## config.mk

```make
export PLATFORM = sky130hd
export DESIGN_NAME = cnn_result_tx
export DESIGN_NICKNAME = d
export VERILOG_FILES = /design/src/rtl/cnn_pkg.sv /design/src/rtl/uart_tx_core.sv /design/src/rtl/cnn_result_tx.sv
export SDC_FILE = /design/constraint.sdc
export NUM_CORES = 1
export LEC_CHECK = 0
export ABC_CLOCK_PERIOD_IN_PS = 4600
export CAP_MARGIN = 20
export CORE_ASPECT_RATIO = 0.9
export CORE_MARGIN = 1.5
export CORE_UTILIZATION = 59
export CTS_CLUSTER_DIAMETER = 200
export CTS_CLUSTER_SIZE = 14
export DETAILED_ROUTE_END_ITERATION = 8
export DONT_BUFFER_PORTS = 1
export GPL_TIMING_DRIVEN = 0
export PLACE_DENSITY = 0.74
export SYNTH_ARGS = -nofsm -noshare
export SYNTH_HDL_FRONTEND = slang
export SYNTH_SLANG_ARGS = --single-unit
```

## constraint.sdc

```tcl
create_clock -name clk -period 4.6 [get_ports clk]
set_input_delay 0.46 -clock clk [delete_from_list [all_inputs] [get_ports clk]]
set_output_delay 0.46 -clock clk [all_outputs]
set_load 0.01 [all_outputs]
```

## src/rtl/cnn_pkg.sv

```systemverilog
// Shared types and constants for the CNN result transmit path.
package cnn_pkg;

    typedef enum logic [2:0] {
        IDLE,
        HDR,
        PAY,
        CHK,
        END
    } tx_state_t;

    localparam logic [7:0] HDR_BYTE_DEF = 8'hA5;
    localparam int         UART_BITS    = 10;

endpackage

```

## src/rtl/uart_tx_core.sv

```systemverilog
// UART 8N1 byte serializer: start bit, d[0]..d[7], stop bit, each held BAUD_DIV clocks.
module uart_tx_core
    import cnn_pkg::*;
#(
    parameter int BAUD_DIV = 434
) (
    input  logic       clk,
    input  logic       rst,
    input  logic       trmt,
    input  logic [7:0] tx_data,
    output logic       TX,
    output logic       tx_done,
    output logic       bsy
);

    localparam int                  CW        = (BAUD_DIV > 1) ? $clog2(BAUD_DIV) : 1;
    localparam logic [CW-1:0]       BAUD_LAST = CW'(BAUD_DIV - 1);
    localparam logic [3:0]          LAST_BIT  = 4'(UART_BITS - 1);

    logic [CW-1:0]        baud_cnt;
    logic [3:0]           bit_cnt;
    logic [UART_BITS-1:0] shreg;
    logic                 baud_end;

    assign baud_end = (baud_cnt == BAUD_LAST);
    assign tx_done  = bsy && baud_end && (bit_cnt == LAST_BIT);
    // Line is forced high whenever idle so an async reset returns TX to 1 at once.
    assign TX       = bsy ? shreg[0] : 1'b1;

    always_ff @(posedge clk or posedge rst) begin
        if (rst) begin
            bsy      <= 1'b0;
            baud_cnt <= '0;
            bit_cnt  <= '0;
            shreg    <= '1;
        end else if (!bsy) begin
            if (trmt) begin
                bsy      <= 1'b1;
                shreg    <= {1'b1, tx_data, 1'b0};
                baud_cnt <= '0;
                bit_cnt  <= '0;
            end
        end else if (baud_end) begin
            baud_cnt <= '0;
            if (bit_cnt == LAST_BIT) begin
                bsy     <= 1'b0;
                bit_cnt <= '0;
            end else begin
                bit_cnt <= bit_cnt + 4'd1;
                shreg   <= {1'b1, shreg[UART_BITS-1:1]};
            end
        end else begin
            baud_cnt <= baud_cnt + 1'b1;
        end
    end

endmodule

```

## src/rtl/cnn_result_tx.sv

```systemverilog
// Buffers cnn_core result bytes and sends them as [HDR, payload.., XOR checksum] UART packets.
module cnn_result_tx
    import cnn_pkg::*;
#(
    parameter int         BAUD_DIV   = 434,
    parameter int         FRAME_LEN  = 1,
    parameter logic [7:0] HDR_BYTE   = HDR_BYTE_DEF,
    parameter int         FIFO_DEPTH = 4
) (
    input  logic       clk,
    input  logic       rst,
    input  logic       res_vld,
    input  logic [7:0] res_data,
    output logic       res_rdy,
    output logic       TX,
    output logic       tx_bsy,
    output logic       frame_done,
    output logic       ovf
);

    localparam int               AW         = (FIFO_DEPTH > 1) ? $clog2(FIFO_DEPTH) : 1;
    localparam int               CNTW       = AW + 1;
    localparam logic [CNTW-1:0]  FULL_CNT   = CNTW'(FIFO_DEPTH);
    localparam logic [3:0]       FRAME_LAST = 4'(FRAME_LEN);

    logic [7:0]      mem [FIFO_DEPTH];
    logic [AW-1:0]   wr_ptr, rd_ptr;
    logic [CNTW-1:0] count;
    logic            full, empty, push, pop;
    logic [7:0]      head;

    tx_state_t  state, state_nxt;
    logic [7:0] chk, chk_nxt;
    logic [3:0] pay_cnt, pay_cnt_nxt;
    logic       trmt, ser_done, ser_bsy;
    logic [7:0] tx_byte;

    assign full    = (count == FULL_CNT);
    assign empty   = (count == '0);
    assign push    = res_vld && !full;
    assign head    = mem[rd_ptr];
    assign res_rdy = !full;

    always_ff @(posedge clk) begin
        if (push) begin
            mem[wr_ptr] <= res_data;
        end
    end

    always_ff @(posedge clk or posedge rst) begin
        if (rst) begin
            wr_ptr <= '0;
            rd_ptr <= '0;
            count  <= '0;
            ovf    <= 1'b0;
        end else begin
            if (push) wr_ptr <= wr_ptr + 1'b1;
            if (pop)  rd_ptr <= rd_ptr + 1'b1;
            case ({push, pop})
                2'b10:   count <= count + 1'b1;
                2'b01:   count <= count - 1'b1;
                default: count <= count;
            endcase
            if (res_vld && full) ovf <= 1'b1;
        end
    end

    always_ff @(posedge clk or posedge rst) begin
        if (rst) begin
            state   <= IDLE;
            chk     <= '0;
            pay_cnt <= '0;
        end else begin
            state   <= state_nxt;
            chk     <= chk_nxt;
            pay_cnt <= pay_cnt_nxt;
        end
    end

    // Loads are only issued when the serializer is idle, which yields the one-clock inter-byte gap.
    always_comb begin
        state_nxt   = state;
        chk_nxt     = chk;
        pay_cnt_nxt = pay_cnt;
        pop         = 1'b0;
        trmt        = 1'b0;
        tx_byte     = HDR_BYTE;
        case (state)
            IDLE: begin
                if (!empty) begin
                    trmt        = 1'b1;
                    tx_byte     = HDR_BYTE;
                    chk_nxt     = '0;
                    pay_cnt_nxt = '0;
                    state_nxt   = HDR;
                end
            end
            HDR: begin
                if (ser_done) state_nxt = PAY;
            end
            PAY: begin
                if (ser_done && pay_cnt == FRAME_LAST) begin
                    state_nxt = CHK;
                end else if (!ser_bsy && !empty && pay_cnt != FRAME_LAST) begin
                    pop         = 1'b1;
                    trmt        = 1'b1;
                    tx_byte     = head;
                    chk_nxt     = chk ^ head;
                    pay_cnt_nxt = pay_cnt + 4'd1;
                end
            end
            CHK: begin
                if (ser_done) begin
                    state_nxt = END;
                end else if (!ser_bsy) begin
                    trmt    = 1'b1;
                    tx_byte = chk;
                end
            end
            END: begin
                state_nxt = IDLE;
            end
            default: state_nxt = IDLE;
        endcase
    end

    assign tx_bsy     = (state != IDLE);
    assign frame_done = (state == END);

    uart_tx_core #(
        .BAUD_DIV(BAUD_DIV)
    ) u_uart_tx_core (
        .clk     (clk),
        .rst     (rst),
        .trmt    (trmt),
        .tx_data (tx_byte),
        .TX      (TX),
        .tx_done (ser_done),
        .bsy     (ser_bsy)
    );

endmodule

```

==> key figures, run 1 <==
Worst setup path
  • Crit path arrival time: 3.32 ns
  • Critical path fanouts, max: 10
  • Kind of launch point of the worst setup path: register
  • Critical path endpoint category: register
  • CP startpoint: u_uart_tx_core.bsy$_DFF_PP0_
  • Crit Reg-Reg Startpoint: u_uart_tx_core.bsy$_DFF_PP0_
  • Type of the setup path with the least slack: register to register
  • Required time of the worst setup path: 4.88 ns

Clocking
  • # resized after CTS: 0
  • Number of clock sinks: 78
  • Clock tree from TritonCTS: done
  • Number of buffers on the longest clock path: 2
  • Library cell used as clock root buffer: clkbuf_8
  • Number of H-tree levels: 3
  • CTS clock-pin slew for the worst setup and hold paths: 0.08 ns
  • TritonCTS buffer count: 9
  • Post-CTS setup buffer count: 0
  • Skew-Pair Late Insertion Delay: 0.35 ns

Global routing
  • Global-route usage over all layers: 22.4%
  • Grt met1 use: 30.1%
  • Maximum number of pins on one net before global-route repair: 44
  • Vias in the first global route: 2383
  • Busiest layer in global routing: met2
  • Global-route wire length before repair: 11.4 mm
  • Total grt overflow: 0
  • Antenna violations before repair: 0
  • Global routing usage on met2: 34.9%
  • GRT met3 Usage: 6.70%

Synth
  • Fraction of registers with async set or reset after synthesis: 59.0%
  • Register bit count reported by yosys: 78
  • Number of warnings issued by yosys: 0
  • Nets in the synthesized netlist: 322
  • Most used flip-flop cell after synthesis: dfrtp_1
  • Sequential element share of the synthesized area: 57.9%
  • Area share of the largest cell type after synthesis: 26.2%
  • Count of mapped cells out of synthesis: 299
  • Post-Synthesis Mean Instance Area: 12.3 um2
  • Number of different library cells in the post-synthesis netlist: 54
  • Synth top cells by count: dfrtp_1, edfxtp_1, inv_1
  • Number of enable-type register cells in the synthesized netlist: 32
  • Cell area after synthesis: 0.00367 mm2
  • Cell types occupying the most area after synthesis: edfxtp_1, dfrtp_1, dfstp_2
  • Cell taking the most area after synthesis: edfxtp_1
  • Top-count cell post-synth: dfrtp_1

Floorplanning
  • Die height: 77.8 um
  • Number of placement rows: 27
  • Overall die width: 86.1 um
  • Placeable Area: 0.00605 mm2
  • Die area: 0.00670 mm2
  • Initial core utilization: 60.6%
  • Top-level I/O count: 16

Placed design
  • Post-placement cell area: 0.00378 mm2
  • Placed instance count: 372
  • Port-buffer cells: 0
  • Placer's final routability congestion estimate: 0.850
  • Placed wire-length estimate: 4.65 mm
  • Post-Place Worst Slack: 1.59 ns

Power
  • Internal power: 0.00114 W
  • Power density normalized to cell area: 389 mW/mm2
  • Leakage dissipation: 1.55 nW
  • Post-layout total power: 0.00156 W
  • Net switching component of the power: 0.000418 W
  • Register share of total power: 55.2%
  • Net switching fraction of the power: 26.8%
  • Clock network fraction of design power: 33.6%
  • IR drop worst, VDD: 0.300 mV
  • Combinational share of power: 11.2%

STA
  • Number of endpoints failing setup at the final stage: 0
  • Final worst clock skew: 0.00587 ns
  • Post-route minimum period: 3.04 ns
  • Final setup slack of the worst path: 1.56 ns
  • Maximum frequency from static timing analysis: 0.329 GHz
  • Final number of max-transition violations: 0
  • Worst slew margin relative to its limit: 28.2%
  • Final sum of negative setup slack: 0 ns
  • Share of the cycle needed by the critical path after routing: 66.1%
  • RSZ-0062 raised after global routing: false
  • Slew @ Worst Pin: 1.07 ns
  • Count of endpoints failing hold in the final timing report: 0

Finish
  • Post-layout net count: 336
  • Cell Count, Final, Fillers Out: 390
  • Total non-filler cell area in the finished layout: 0.00401 mm2
  • Share of post-route cells with drive strength above 1: 15.1%
  • Synth-to-layout area growth: 9.21%
  • Number of diodes: 0

Detailed routing
  • Total via count in the routed design: 2419
  • Average detailed-routed wire length per instance: 17.1 um
  • Post-detailed-route via-to-cell ratio: 6.20
  • Starting DRT DRC Count: 142
  • Final ANT Viol Nets: 0
  • Number of remaining DRC errors: 0
  • First-pass iteration count of the detailed router: 4
  • Total wirelength of the detailed-routed design: 6.68 mm

Job
  • Count of maximum capacitance violations: 0

Min path
  • Worst hold path class: primary input to register
  • Source of the worst hold timing path: res_data[4]

Outcome
  • Outcome: finished clean
-- flip-flops by register name (all words and copies together) (netlist names) --
name,flops
mem,32
u_uart_tx_core.baud_cnt,9
u_uart_tx_core.shreg,9
chk,8
pay_cnt,4
u_uart_tx_core.bit_cnt,4
count,3
state,3
rd_ptr,2
wr_ptr,2
ovf,1
u_uart_tx_core.bsy,1
-- final timing paths --
check	slack, ns	depth (start not counted)	end
min reg2reg	0.50	2	u_uart_tx_core.shreg[0]$_DFFE_PP1P_
min in group asynchronous	0.42	2	ovf$_DFFE_PP0P_
max	1.56	11	count[2]$_DFFE_PP0P_
max in group asynchronous	3.68	3	u_uart_tx_core.shreg[0]$_DFFE_PP1P_
min	0.20	0	mem[0][4]$_DFFE_PP_
max reg2reg	1.56	11	count[2]$_DFFE_PP0P_
-- kinds of logic (layout without fill, tap and decap cells) --
group / Yosys count / after routing / synth area share [%]
AO/OA/AOI/OAI: 81 / 81 / 14.6
XOR/XNOR: 8 / 8 / 1.91
adder cells (fa/ha/maj): 12 / 12 / 4.30
buffers and inverters: 38 / 57 / 4.47
flip-flops: 78 / 78 / 57.9
multiplexers: 12 / 12 / 6.04
AND/OR/NAND/NOR: 70 / 70 / 10.7
-- per-stage QoR --
stage / hold WS (ns) / utilization, %
floorplan: 0.453 / -
global placement: 0.486 / 62.1
detailed placement: 0.225 / 62.6
CTS: 0.182 / 66.1
global route: 0.179 / 66.2
finish: 0.199 / 66.2
-- layout by cell type, fill, tap and decap left out, types with 7 or more instances in the layout --
cell type | synthesis | routed
a21oi_1 | 14 | 14
a31oi_1 | 10 | 10
clkbuf_1 | 7 | 7
clkbuf_8 | 0 | 9
dfrtp_1 | 37 | 37
dfstp_2 | 9 | 9
edfxtp_1 | 32 | 32
ha_1 | 11 | 11
inv_1 | 26 | 25
mux4_2 | 8 | 8
nand2_1 | 15 | 15
nor2_1 | 10 | 10
o21ai_0 | 17 | 17
or3_1 | 10 | 10
-- power by group through the flow --
| stage | Combinational, W | Clock [W] | Sequential (W) |
|---|---|---|---|
| after floorplan | 0.000134 | 0 | 0.000860 |
| after global placement | 0.000165 | 0 | 0.000869 |
| after detailed placement | 0.000175 | 0 | 0.000875 |
| after CTS | 0.000177 | 0.000537 | 0.000861 |
| after global routing | 0.000200 | 0.000562 | 0.000869 |
| final | 0.000174 | 0.000524 | 0.000860 |
-- worst max-delay path, stage by stage, from the launching register on --
cell      delay, ns
dfrtp_1        0.36
clkbuf_1       0.19
or3b_1         0.41
or4_4          0.48
buf_6          0.17
inv_1          0.23
ha_1           0.25
inv_1          0.06
fa_1           0.37
xor2_1         0.15
nor2_1         0.11
xor2_1         0.16
-- repair_timing --
item | CTS | global route
hold endpoints to repair | 3 | 0
setup endpoints to repair | 0 | 0
hold buffers | 1 | 0
-- metal layers --
| metal | routed length, um | part of all wire [%] | vias up |
|---|---|---|---|
| li1 | - | - | 1158 |
| met1 | 2990 | 45 | 1196 |
| met2 | 3240 | 49 | 54 |
| met3 | 344 | 5.2 | 11 |
| met4 | 98 | 1.5 | 0 |
| met5 | 0 | 0 | - |
-- layout make-up --
type                    instances  area [um2]
fillers                       457        2040
plain buffers                  12        66.3
inverters                      26        97.6
multi-input cells             183        1390
clock inverters                 7        82.6
flip-flops and latches         78        2120
clock buffers                   9         124
repair buffers                  3        35.0
well taps                      72        90.1
Note: power is estimated with default switching activity, not from simulation.
==> run 2: changes to the inputs <==
- ABC_CLOCK_PERIOD_IN_PS: 4600 -> 2950
- clock period: 4.6 -> 2.95 ns (I/O delays scaled with it)
==> key figures, run 2 (synthesized netlist as in run 1, its figures left out) <==
Detailed routing
  • Met3 wirelength from detailed routing: 407 um
  • Post-detailed-route via-to-cell ratio: 6.16
  • Starting DRT DRC Count: 133
  • Number of remaining DRC errors: 0
  • Routed wire length on met2: 3.39 mm
  • DRT met1 WL: 2.98 mm
  • Final ANT Viol Nets: 0
  • First-pass iteration count of the detailed router: 4
  • Uppermost layer routed: met4
  • Total via count in the routed design: 2420
  • Total wirelength of the detailed-routed design: 6.83 mm
  • Average detailed-routed wire length per instance: 17.4 um

Clocking
  • CTS clock-pin slew for the worst setup and hold paths: 0.08 ns
  • Skew-Pair Late Insertion Delay: 0.35 ns
  • Clock tree from TritonCTS: done
  • Library cell used as clock root buffer: clkbuf_8
  • Number of H-tree levels: 3
  • Number of buffers on the longest clock path: 2
  • TritonCTS buffer count: 9
  • Number of clock sinks: 78

Worst setup path
  • Crit Reg-Reg Startpoint: state[2]$_DFFE_PP0P_
  • R2R setup slack: 0.06 ns
  • Length in cells of the worst reg-to-reg path: 11
  • Capture point of the worst path: count[2]$_DFFE_PP0P_
  • Delay of the slowest cell on the worst path: 0.55 ns
  • Critical path fanouts, max: 10
  • CP startpoint: state[2]$_DFFE_PP0P_
  • Kind of launch point of the worst setup path: register
  • Crit path cell chain: buf_6 -> or3b_1 -> or4_4 -> buf_6 -> clkinvlp_4 -> ha_4 -> inv_1 -> fa_1 -> xor2_1 -> nor2_1 -> xor2_1
  • Required time of the worst setup path: 3.22 ns
  • Critical path's slowest cell: or4_4
  • Crit path arrival time: 3.16 ns
  • Critical path endpoint category: register
  • Type of the setup path with the least slack: register to register
  • Reg2Reg Capture Point: count[2]$_DFFE_PP0P_

Finish
  • Registers with the highest flip-flop counts: mem x32, u_uart_tx_core.baud_cnt x9, u_uart_tx_core.shreg x9
  • Share of post-route cells with drive strength above 1: 17.1%
  • Number of flip-flops in the largest register: 32
  • Commonest non-fill, non-tap cells in the layout: dfrtp_1, edfxtp_1, inv_1, o21ai_0, nand2_1
  • Total non-filler cell area in the finished layout: 0.00405 mm2
  • Fill cell instance count of the final layout: 455
  • Synth-to-layout area growth: 10.5%
  • Sequential standard cell area: 0.00212 mm2
  • Cell Count, Final, Fillers Out: 393
  • Register name with the most flops: mem
  • Area used by multi-input combinational logic: 0.00140 mm2
  • Commonest non-fill, non-tap cell in the layout: dfrtp_1
  • Post-layout net count: 339
  • Number of diodes: 0

Power
  • Net switching component of the power: 0.000660 W
  • Clock network fraction of design power: 33.3%
  • Internal power: 0.00179 W
  • Register share of total power: 55.0%
  • Net switching fraction of the power: 27.0%
  • Leakage dissipation: 1.56 nW
  • IR drop worst, VDD: 0.480 mV
  • Combinational share of power: 11.7%
  • Post-layout total power: 0.00245 W
  • Power density normalized to cell area: 603 mW/mm2

Global routing
  • Antenna violations before repair: 0
  • Global-route wire length before repair: 11.4 mm
  • Maximum number of pins on one net before global-route repair: 44
  • Global-route usage over all layers: 22.4%
  • Vias in the first global route: 2383
  • Total grt overflow: 0

STA
  • Post-route minimum period: 2.89 ns
  • Final worst clock skew: 0.00536 ns
  • Count of endpoints failing hold in the final timing report: 0
  • Final number of max-transition violations: 0
  • Number of endpoints failing setup at the final stage: 0
  • Share of the cycle needed by the critical path after routing: 98.0%
  • Slew @ Worst Pin: 1.05 ns
  • Worst slew margin relative to its limit: 29.3%
  • Maximum frequency from static timing analysis: 0.346 GHz
  • Final setup slack of the worst path: 0.0605 ns

Placed design
  • Placed instance count: 372
  • Placer's final routability congestion estimate: 0.850
  • Post-placement cell area: 0.00378 mm2
  • Port-buffer cells: 0
  • Placed wire-length estimate: 4.65 mm
  • Post-Place Worst Slack: -0.0558 ns

Floorplanning
  • Placeable Area: 0.00605 mm2
  • Top-level I/O count: 16
  • Initial core utilization: 60.6%
  • Number of placement rows: 27
  • Die height: 77.8 um
  • Die area: 0.00670 mm2
  • Overall die width: 86.1 um

Job
  • Count of maximum capacitance violations: 0

Outcome
  • Outcome: finished clean

Min path
  • Worst hold path class: primary input to register
run 2: what timing repair did:
action / in CTS / in global routing
setup endpoints to repair: 1 / 2
pin swaps: 0 / 1
resized for setup: 1 / 3
hold buffers: 1 / 0
hold endpoints to repair: 37 / 0
buffers inserted: 0 / 4
run 2: routing by layer:
metal	up-vias	track usage, %
li1	1162	-
met1	1191	30.1
met2	63	34.9
met3	4	6.70
met4	0	8.06
met5	-	0
run 2: worst min path at each step:
stage                                to         from  cells past startpoint
finish              mem[1][0]$_DFFE_PP_  res_data[0]                      0
global route        mem[3][7]$_DFFE_PP_  res_data[7]                      0
CTS                 mem[3][7]$_DFFE_PP_  res_data[7]                      0
detailed placement      ovf$_DFFE_PP0P_          rst                      1
global placement    mem[2][4]$_DFFE_PP_  res_data[4]                      0
floorplan           mem[0][0]$_DFFE_PP_  res_data[0]                      0
run 2: final cells by class:
| cell class | instances | area share, % |
|---|---|---|
| flip-flops and latches | 78 | 52.4 |
| multi-input cells | 183 | 34.6 |
| clock buffers | 9 | 3.06 |
| inverters | 26 | 2.50 |
| well taps | 72 | 2.22 |
| clock inverters | 7 | 2.04 |
| repair buffers | 7 | 1.61 |
| plain buffers | 11 | 1.54 |
run 2: critical path: cells and delay by family (launching register included):
| kind | cells | cell delay [ns] |
|---|---|---|
| AND/OR/NAND/NOR | 3 | 1.07 |
| adder cells (fa/ha/maj) | 2 | 0.54 |
| buffers and inverters | 4 | 0.51 |
| flip-flops | 1 | 0.38 |
| XOR/XNOR | 2 | 0.31 |
run 2: through the flow:
step	util [%]	setup TNS (ns)	hold slack, ns
CTS	66.2	0	0.0165
detailed placement	62.6	-0.0558	0.0603
floorplan	-	0	0.394
finish	67.0	0	0.0358
global placement	62.1	-0.0310	0.394
global route	67.0	-0.0110	0.0140
run 2: power groups by stage:
stage                     clock network (W)  registers [W]  logic [W]
after floorplan                           0        0.00134   0.000208
after global placement                    0        0.00136   0.000257
after detailed placement                  0        0.00136   0.000273
after CTS                          0.000837        0.00134   0.000276
after global routing               0.000877        0.00136   0.000322
final                              0.000814        0.00135   0.000286
